`src/rtl/qpsk_pkg.sv`:
```
// Shared QPSK definitions used by the modulator and demodulator.
package qpsk_pkg;

    localparam int QPSK_AMP = 16000;

    localparam logic [1:0] SYM_PP = 2'b00;
    localparam logic [1:0] SYM_MP = 2'b01;
    localparam logic [1:0] SYM_MM = 2'b10;
    localparam logic [1:0] SYM_PM = 2'b11;

    function automatic int unsigned clog2(input int unsigned value);
        int unsigned result;
        result = 0;
        while ((64'd1 << result) < 64'(value)) begin
            result++;
        end
        return result;
    endfunction

endpackage

```
`src/rtl/dds.sv`:
```
// Phase-accumulator NCO with parabolic sine shaping; registered sin/cos taps.
module dds (
    input  logic               clk,
    input  logic               reset,
    input  logic [31:0]        fcw,
    output logic signed [15:0] data_sin,
    output logic signed [15:0] data_cos
);

    logic [31:0] phase_q;

    // Half-wave parabola 4x(1-x) approximates sin over each half period
    function automatic logic signed [15:0] parab(input logic [15:0] ph);
        logic [31:0] prod;
        logic [31:0] mag;
        logic signed [15:0] val;
        prod = 32'(ph[14:0]) * (32'd32768 - 32'(ph[14:0]));
        mag  = prod >> 13;
        if (mag > 32'd32767) begin
            mag = 32'd32767;
        end
        val = signed'(16'(mag));
        return ph[15] ? -val : val;
    endfunction

    always_ff @(posedge clk or negedge reset) begin
        if (!reset) begin
            phase_q  <= '0;
            data_sin <= '0;
            data_cos <= '0;
        end else begin
            phase_q  <= phase_q + fcw;
            data_sin <= parab(phase_q[31:16]);
            data_cos <= parab(phase_q[31:16] + 16'h4000);
        end
    end

endmodule

```
`src/rtl/qpsk_integrate_dump.sv`:
```
// One-rail integrate-and-dump: accumulates products, dumps the symbol total on the last sample.
module qpsk_integrate_dump #(
    parameter int unsigned ACC_W = 32,
    parameter int unsigned P_W   = 17
) (
    input  logic                  clk,
    input  logic                  reset,
    input  logic                  clear_i,
    input  logic                  valid_i,
    input  logic                  last_i,
    input  logic signed [P_W-1:0] p_i,
    output logic signed [15:0]    dump_o,
    output logic                  dump_valid_o
);

    logic signed [ACC_W-1:0] acc_q, acc_d, sum_c;
    logic signed [15:0]      dump_q, dump_d;
    logic                    dump_valid_q, dump_valid_d;

    assign sum_c = acc_q + $signed({{(ACC_W-P_W){p_i[P_W-1]}}, p_i});

    always_comb begin
        acc_d        = acc_q;
        dump_d       = dump_q;
        dump_valid_d = 1'b0;
        if (clear_i) begin
            acc_d = '0;
        end else if (valid_i) begin
            if (last_i) begin
                // Last sample is folded into the dumped total, accumulator restarts at zero
                acc_d        = '0;
                dump_d       = sum_c[ACC_W-1 -: 16];
                dump_valid_d = 1'b1;
            end else begin
                acc_d = sum_c;
            end
        end
    end

    always_ff @(posedge clk or negedge reset) begin
        if (!reset) begin
            acc_q        <= '0;
            dump_q       <= '0;
            dump_valid_q <= 1'b0;
        end else begin
            acc_q        <= acc_d;
            dump_q       <= dump_d;
            dump_valid_q <= dump_valid_d;
        end
    end

    assign dump_o       = dump_q;
    assign dump_valid_o = dump_valid_q;

endmodule

```
`src/rtl/qpsk_demodulator.sv`:
```
// Coherent QPSK receiver: NCO mix, per-symbol integrate-and-dump, hard quadrant decision.
module qpsk_demodulator
    import qpsk_pkg::*;
#(
    parameter int unsigned SYSTEM_CLK_FREQ = 100_000_000,
    parameter int unsigned SYMBOL_RATE     = 1_000_000,
    parameter int unsigned SYMBOL_PERIOD   = SYSTEM_CLK_FREQ / SYMBOL_RATE,
    parameter int unsigned ACC_W           = 32
) (
    input  logic               clk,
    input  logic               reset,
    input  logic [31:0]        fcw,
    input  logic signed [15:0] rx_sample,
    input  logic               sample_valid,
    input  logic               sym_sync,
    output logic [1:0]         symbol_out,
    output logic               symbol_valid,
    output logic signed [15:0] i_metric,
    output logic signed [15:0] q_metric
);

    localparam int unsigned CNT_W = clog2(SYMBOL_PERIOD);
    localparam int unsigned P_W   = 17;
    localparam logic [CNT_W-1:0] LAST_CNT = CNT_W'(SYMBOL_PERIOD - 1);

    if (SYMBOL_PERIOD < 2) begin : g_bad_period
        $error("qpsk_demodulator: SYMBOL_PERIOD must be >= 2");
    end
    if (ACC_W < 18 + clog2(SYMBOL_PERIOD)) begin : g_bad_acc_w
        $error("qpsk_demodulator: ACC_W too small for SYMBOL_PERIOD");
    end

    logic signed [15:0] data_sin, data_cos;

    dds u_dds (
        .clk      (clk),
        .reset    (reset),
        .fcw      (fcw),
        .data_sin (data_sin),
        .data_cos (data_cos)
    );

    logic signed [31:0]    prod_i_c, prod_q_c;
    logic [CNT_W-1:0]      cnt_q, cnt_d;
    logic signed [P_W-1:0] pi_q, pi_d, pq_q, pq_d;
    logic                  s1_valid_q, s1_valid_d, s1_last_q, s1_last_d;

    assign prod_i_c = 32'(rx_sample) * 32'(data_cos);
    assign prod_q_c = 32'(rx_sample) * 32'(data_sin);

    // Stage 1: mix and count; a sync makes the coincident sample index 0
    always_comb begin
        cnt_d      = cnt_q;
        pi_d       = pi_q;
        pq_d       = pq_q;
        s1_valid_d = 1'b0;
        s1_last_d  = 1'b0;
        if (sample_valid) begin
            pi_d = P_W'(prod_i_c >>> 15);
            pq_d = P_W'(-(prod_q_c >>> 15));
        end
        if (sym_sync) begin
            cnt_d      = sample_valid ? CNT_W'(1) : '0;
            s1_valid_d = sample_valid;
        end else if (sample_valid) begin
            s1_valid_d = 1'b1;
            s1_last_d  = (cnt_q == LAST_CNT);
            cnt_d      = (cnt_q == LAST_CNT) ? '0 : cnt_q + CNT_W'(1);
        end
    end

    always_ff @(posedge clk or negedge reset) begin
        if (!reset) begin
            cnt_q      <= '0;
            pi_q       <= '0;
            pq_q       <= '0;
            s1_valid_q <= 1'b0;
            s1_last_q  <= 1'b0;
        end else begin
            cnt_q      <= cnt_d;
            pi_q       <= pi_d;
            pq_q       <= pq_d;
            s1_valid_q <= s1_valid_d;
            s1_last_q  <= s1_last_d;
        end
    end

    logic signed [15:0] dump_i, dump_q;
    logic               dump_valid_i, dump_valid_q;

    qpsk_integrate_dump #(.ACC_W(ACC_W), .P_W(P_W)) u_int_i (
        .clk          (clk),
        .reset        (reset),
        .clear_i      (sym_sync),
        .valid_i      (s1_valid_q),
        .last_i       (s1_last_q),
        .p_i          (pi_q),
        .dump_o       (dump_i),
        .dump_valid_o (dump_valid_i)
    );

    qpsk_integrate_dump #(.ACC_W(ACC_W), .P_W(P_W)) u_int_q (
        .clk          (clk),
        .reset        (reset),
        .clear_i      (sym_sync),
        .valid_i      (s1_valid_q),
        .last_i       (s1_last_q),
        .p_i          (pq_q),
        .dump_o       (dump_q),
        .dump_valid_o (dump_valid_q)
    );

    logic [1:0]         symbol_q, symbol_d;
    logic               sym_valid_q, sym_valid_d;
    logic signed [15:0] i_metric_q, i_metric_d, q_metric_q, q_metric_d;
    logic               dv_c;

    assign dv_c = dump_valid_i & dump_valid_q;

    // Quadrant decision on the dumped totals; zero counts as positive
    always_comb begin
        symbol_d    = symbol_q;
        i_metric_d  = i_metric_q;
        q_metric_d  = q_metric_q;
        sym_valid_d = dv_c;
        if (dv_c) begin
            i_metric_d = dump_i;
            q_metric_d = dump_q;
            case ({~dump_i[15], ~dump_q[15]})
                2'b11:   symbol_d = SYM_PP;
                2'b01:   symbol_d = SYM_MP;
                2'b00:   symbol_d = SYM_MM;
                default: symbol_d = SYM_PM;
            endcase
        end
    end

    always_ff @(posedge clk or negedge reset) begin
        if (!reset) begin
            symbol_q    <= '0;
            sym_valid_q <= 1'b0;
            i_metric_q  <= '0;
            q_metric_q  <= '0;
        end else begin
            symbol_q    <= symbol_d;
            sym_valid_q <= sym_valid_d;
            i_metric_q  <= i_metric_d;
            q_metric_q  <= q_metric_d;
        end
    end

    assign symbol_out   = symbol_q;
    assign symbol_valid = sym_valid_q;
    assign i_metric     = i_metric_q;
    assign q_metric     = q_metric_q;

endmodule

```
`config.mk`:
```
export PLATFORM = sky130hd
export DESIGN_NAME = qpsk_demodulator
export DESIGN_NICKNAME = d
export VERILOG_FILES = /design/src/rtl/qpsk_pkg.sv /design/src/rtl/dds.sv /design/src/rtl/qpsk_integrate_dump.sv /design/src/rtl/qpsk_demodulator.sv
export SDC_FILE = /design/constraint.sdc
export NUM_CORES = 2
export LEC_CHECK = 0
export CAP_MARGIN = 30
export CORE_UTILIZATION = 45
export CTS_BUF_LIST = sky130_fd_sc_hd__clkbuf_8
export DETAILED_ROUTE_END_ITERATION = 7
export PLACE_DENSITY = 0.65
export SLEW_MARGIN = 5
export SYNTH_ARGS = -nofsm -noshare
export SYNTH_HDL_FRONTEND = slang
export SYNTH_HIERARCHICAL = 1
export SYNTH_SLANG_ARGS = --single-unit
```
`constraint.sdc`:
```
create_clock -name clk -period 8.6 [get_ports clk]
set_input_delay 1.72 -clock clk [delete_from_list [all_inputs] [get_ports clk]]
set_output_delay 1.72 -clock clk [all_outputs]
set_load 0.005 [all_outputs]
```
* After elaboration in Yosys (flattened, before gate mapping) *
Cells that the tools add are included.

storage, ports and cells
  flip-flop bits (word level) = 239
  input bits = 52
  output and inout bits = 35
  logic and storage cells = 65

operators by class
  reduce and logical (&&, ||, !) cells = 4
  magnitude comparators = 2
  muxes and demuxes = 22
  eq/ne operators = 3
  bitwise logic cells = 3
  add/sub/neg operators = 10
  multiply operators = 4

operators with widths
  cell                                                  count
  two-way mux 32 bit                                    6
  adder 32 x 17 -> 32 bit                               2
  multiplier 15 x 32 -> 32 bit                          2
  multiplier 16 x 16 -> 32 bit                          2
  two-way mux 16 bit                                    4
  > comparator 19 x 15 -> 1 bit, second input constant  2
  subtractor 16 x 15 -> 17 bit, first input constant    2
  adder 32 bit                                          1
  negation 16 bit                                       2
  two-way mux 7 bit                                     3
  negation 17 bit                                       1
  adder 16 x 15 -> 16 bit, second input constant        1
  two-way mux 1 bit                                     8
  adder 7 x 1 -> 7 bit, second input constant           1
  == test 7 bit, second input constant                  1
  one-hot mux 2 bit (3 select lines)                    1
  nonzero test 2 bit                                    2
  NOT 1 bit                                             3
  AND reduction 3 bit                                   1
  == test 2 x 1 -> 1 bit, second input constant         1
  == test 2 bit, second input constant                  1
  logical NOT 2 bit                                     1

* Longest topological paths before layout *
  depth in word-level cells = 7
  gate-level depth with buffers = 38
  gate-level depth less buffers = 36

* Cells and area by module *
Netlist, hierarchy kept.

modules (own cells, without submodules)
  module               area an instance (um^2)  cells each  sequential area each (um^2)  instances
  qpsk_demodulator     22631.7                  2390        1951.9                       1
  dds                  19468.7                  2115        1601.5                       1
  qpsk_integrate_dump  3588.4                   416         1226.2                       2

* Worst setup path before layout *
Ideal clock, no wire load.

  path type = register -> register
  start = reg u_dds.phase_q[16]
  end = reg u_dds.data_cos[12]
  setup slack = -0.979 ns
  stages on the path, launching flop included = 37
  buffers on the path = 4
  arrival time = 9.460 ns
  clock period less this slack = 9.579 ns
  data required time = 8.481 ns
  path through = dfrtp_1 clkbuf_1 inv_1 clkbuf_1 ha_1 nand2b_1 or3_1 nor4_1 ha_1 clkbuf_1 nand2b_1 fa_1 fa_1 fa_1 inv_1 fa_1 fa_1 inv_1 fa_1 inv_1 ha_1 buf_6 a21oi_2 nand2_1 a221o_1 a221oi_2 o21ai_0 a311oi_1 mux2i_1 o211ai_2 o21ba_2 ha_1 nand2_1 nor4_2 nand3b_1 a211oi_1 o21ba_2

on the way
  word-level cells in the longest chain between the ends = 7

ends and longest elaborated chain
  element                        line       source
  from (decl)                    dds.sv:10  logic [31:0] phase_q;
  from (signal assigned)         dds.sv:32  phase_q <= phase_q + fcw;
  adder 16 x 15 -> 16 bit (*)    dds.sv:34  data_cos <= parab(phase_q[31:16] + 16'h4000);
  subtractor 16 x 15 -> 17 bit   dds.sv:17  prod = 32'(ph[14:0]) * (32'd32768 - 32'(ph[14:0]));
  multiplier 15 x 32 -> 32 bit   dds.sv:17
  > comparator 19 x 15 -> 1 bit  dds.sv:19  if (mag > 32'd32767) begin
  two-way mux 16 bit             dds.sv:19
  negation 16 bit                dds.sv:23  return ph[15] ? -val : val;
  two-way mux 16 bit (*)         dds.sv:23
  to (signal assigned)           dds.sv:34
  to (decl)                      dds.sv:7   output logic signed [15:0] data_cos

Every way passes the cells marked *; elsewhere a longest branch is shown, timed or not.
A chain may end at the register's enable or synchronous reset.

* Final worst setup path *
  start = reg u_dds.phase_q[17]
  end = reg u_dds.data_cos[10]

Same word-level chain as after synthesis.

==> flow_metrics.py <==
metrics = {
    "synth": {
        "synth_edf_count": 0,
        "yosysTopAreaCell": "fa_1",
        "synth_area_sq_um": 49280,
        "post_synth_mux_area_share": 0.01536,
        "async_flop_share": 1.000,
        "ys_ff_latch": 240,
        "synth_fa_ha_area_frac": 0.4810,
        "synth_cells": 5337,
        "synth_common_cells": "inv_1, fa_1, nand2_1, ha_1, and2_1",
        "ys_types": 104,
        "synth_top_area_frac": 0.3563,
        "synth_top_family_by_area": "adder cells",
        "synth_compound_area_frac": 0.1008,
        "synth-xor-area-share": 0.03184,
        "synth_most_common_cell": "inv_1",
        "synthFlopType": "dfrtp_1",
        "synth_simple_gate_area_share": 0.1499,
        "yosysWarnings": 6,
        "ys_top_cells_by_area": "fa_1, ha_1, dfrtp_1, inv_1, nand2_1",
        "synth_area_per_cell_sq_um": 9.233,
        "ys_seq_area_frac": 0.1219,
    },
    "routing": {
        "wl_mm": 119.6,
        "vias": 36590,
        "drt_pass1_iterations": 5,
        "drt-vias-per-instance": 5.256,
        "wl_per_cell_um": 17.18,
        "ant_nets": 0,
        "drc": 0,
        "drt-initial-drc-count": 2017,
    },
    "die": {
        "pin_count": 87,
        "initial_utilization": 0.4533,
        "core_sq_um": 108700,
        "die_w_um": 332.9,
        "rows": 121,
        "die-area_sq_um": 110800,
        "die_h_um": 332.9,
    },
    "run": {
        "maxCapViolCount": 0,
    },
    "cells_and_area": {
        "fillers": 10160,
        "area_growth_pct": 11.25,
        "drive_above_1_share": 0.08765,
        "final_util": 0.5043,
        "nets": 6928,
    },
    "placed_design": {
        "gp_congestion": 0.9011,
        "dp_hpwl_mm": 98.34,
        "portBuffers": 86,
    },
    "clocking": {
        "cts-root-buf": "clkbuf_8",
        "clk_pin_slew_worst_paths_ps": 60,
        "h-tree-depth": 2,
        "insertion_delay_ps": 740,
        "cts_tree": "yes",
        "cts.sinks": 240,
        "cts_inserted_buffers": 49,
        "ctsLongestPathBuffers": 3,
    },
    "timing": {
        "relSlewSlack": 0.4335,
        "finClkSkew_ps": 60.72,
        "max_freq_mhz": 117.7,
        "setup_violations": 0,
        "hold_viol_final": 0,
        "post-route-period-util": 0.9879,
        "worstMarginPinSlew_ps": 846.1,
        "rsz0062_at_grt": "true",
        "period_needed_ps": 8496,
        "drv_slew": 0,
    },
    "status": {
        "outcome": "finished, final reports clean",
    },
    "grt": {
        "track_usage": 0.2277,
        "antenna_found_initial": 2,
        "grt_pass1_vias": 39260,
        "overflow": 0,
        "grt_pass1_wl_mm": 204.5,
        "grt_max_degree": 115,
    },
    "critical_path": {
        "r2r_slack_ps": 100,
        "cp_max_fo": 6,
        "required_ps": 9170,
        "r2r_end": "u_dds/data_cos[10]$_DFF_PN0_",
        "end_kind": "register",
        "cpLargestDelayFamily": "adder cells",
        "r2r_start": "u_dds/phase_q[17]$_DFF_PN0_",
        "path_buf_inv": 5,
        "cp.arrival_ps": 9060,
        "cp_slowest_stage_delay_ps": 560,
        "cp_slowest_cell": "fa_1",
        "worst_r2r_path_depth": 32,
        "worst-setup-path-type": "register to register",
        "cp_common_cell": "fa_1",
        "crit_path_start_kind": "register",
    },
    "min_path": {
        "hold_depth": 1,
        "min_from": "u_dds/phase_q[0]$_DFF_PN0_",
        "hp-class": "register to register",
        "worst_hold_path.endpoint": "u_dds/phase_q[0]$_DFF_PN0_",
    },
}
-- routing by layer --
metal  routed length, um  share of wire  track usage  vias up
met4                3455          0.029      0.06412        0
met1               53570           0.45       0.3090    18340
li1                    -              -            -    17180
met5                   0              0            0        -
met2               56630           0.47       0.3800      862
met3                5959          0.050      0.03084      206
-- per-stage QoR --
stage | setup TNS (ps) | std cells | setup slack, ps | hold slack, ps | instance area [sq um]
6_report | 0 | 6962 | 103.7 | 471.8 | 54820
5_1_grt | -636.6 | 6961 | -203.3 | 482.6 | 54820
4_1_cts | 0 | 6948 | 1.325 | 472.7 | 54440
2_1_floorplan | 0 | 5367 | 1.481 | 443.0 | 49590
3_3_place_gp | -258.2 | 6853 | -76.46 | 453.5 | 52970
3_5_place_dp | -817.2 | 6855 | -207.5 | 460.0 | 53020
-- sequential cells by signal (all words and copies together), names as in the netlist, 2 cells and up --
register and count:
u_dds/data_sin 16, u_int_i/dump_o 16, u_int_q/acc_q 32, u_int_i/acc_q 32, pi_q 17, q_metric 16, u_dds/phase_q 32, u_dds/data_cos 16
symbol_out 2, cnt_q 7, u_int_q/dump_o 16, pq_q 17, i_metric 16
-- kinds of logic (layout without fill, tap and decap cells) --
family | after synthesis | count (layout)
simple gates | 1447 | 1447
fa+ha+maj | 1368 | 1368
buf+inv | 1293 | 1471
compound gates | 743 | 743
flops | 240 | 240
xor+xnor | 176 | 176
mux | 68 | 68
other cells | 2 | 35
-- cells in the final DEF, fill, tap and decap left out, drive strengths merged, types with 19 or more instances in the layout --
master,netlist,layout
clkdlybuf4s50,0,84
fa,877,877
a21o,107,107
a21oi,199,199
nand4,47,47
a31oi,24,24
conb,2,32
xor2,53,53
o31ai,27,27
ha,491,491
nand2b,145,145
o21bai,19,19
and2,261,261
nand3,69,69
o211ai,20,20
xnor2,121,121
o21ai,181,181
o21a,21,21
dfrtp,240,240
nor2b,66,66
nor3,57,57
a211oi,21,21
clkbuf,181,59
nor2,186,186
and3,29,29
mux2,55,55
buf,17,204
inv,1093,1100
nand2,492,492
-- worst max path at each step --
| stage | to | cells after the start | slack [ps] | start |
|---|---|---|---|---|
| global placement | u_dds/data_cos[14]$_DFF_PN0_ | 37 | -80 | u_dds/phase_q[22]$_DFF_PN0_ |
| CTS | u_dds/data_cos[14]$_DFF_PN0_ | 34 | 1 | u_dds/phase_q[20]$_DFF_PN0_ |
| global route | u_dds/data_cos[10]$_DFF_PN0_ | 33 | -200 | u_dds/phase_q[22]$_DFF_PN0_ |
| finish | u_dds/data_cos[10]$_DFF_PN0_ | 32 | 100 | u_dds/phase_q[17]$_DFF_PN0_ |
| floorplan | u_dds/data_cos[12]$_DFF_PN0_ | 36 | 1 | u_dds/phase_q[16]$_DFF_PN0_ |
| detailed placement | u_dds/data_cos[14]$_DFF_PN0_ | 37 | -210 | u_dds/phase_q[22]$_DFF_PN0_ |
-- worst reg2reg max path, delay by kind of cell, from the launching register on --
family / cells / cell delay (ps)
fa+ha+maj: 10 / 3860
mux: 1 / 240
simple gates: 6 / 1120
buf+inv: 5 / 450
compound gates: 10 / 2230
flops: 1 / 450
-- repair_timing --
item | CTS | global route
hold buffers | 0 | 0
buffers inserted | 5 | 11
endpoints found under the setup margin | 4 | 13
gates resized for setup | 36 | 62
pin swaps | 14 | 32
-- layout make-up --
class | count | area (sq um) | share of cell area
clock inverter | 29 | 371.6 | 0.006778
timing repair buffer | 288 | 2591 | 0.04727
sequential | 240 | 6007 | 0.1096
clock buffer | 59 | 812.0 | 0.01481
inverter | 1095 | 4114 | 0.07504
antenna | 3 | 7.507 | 0.0001369
multi-input combinational | 3834 | 39150 | 0.7141
tap | 1414 | 1769 | 0.03227
Power is left out: the tool's default activity adds up to more than one toggle a clock period on the data nets, which glitch-free logic cannot reach.
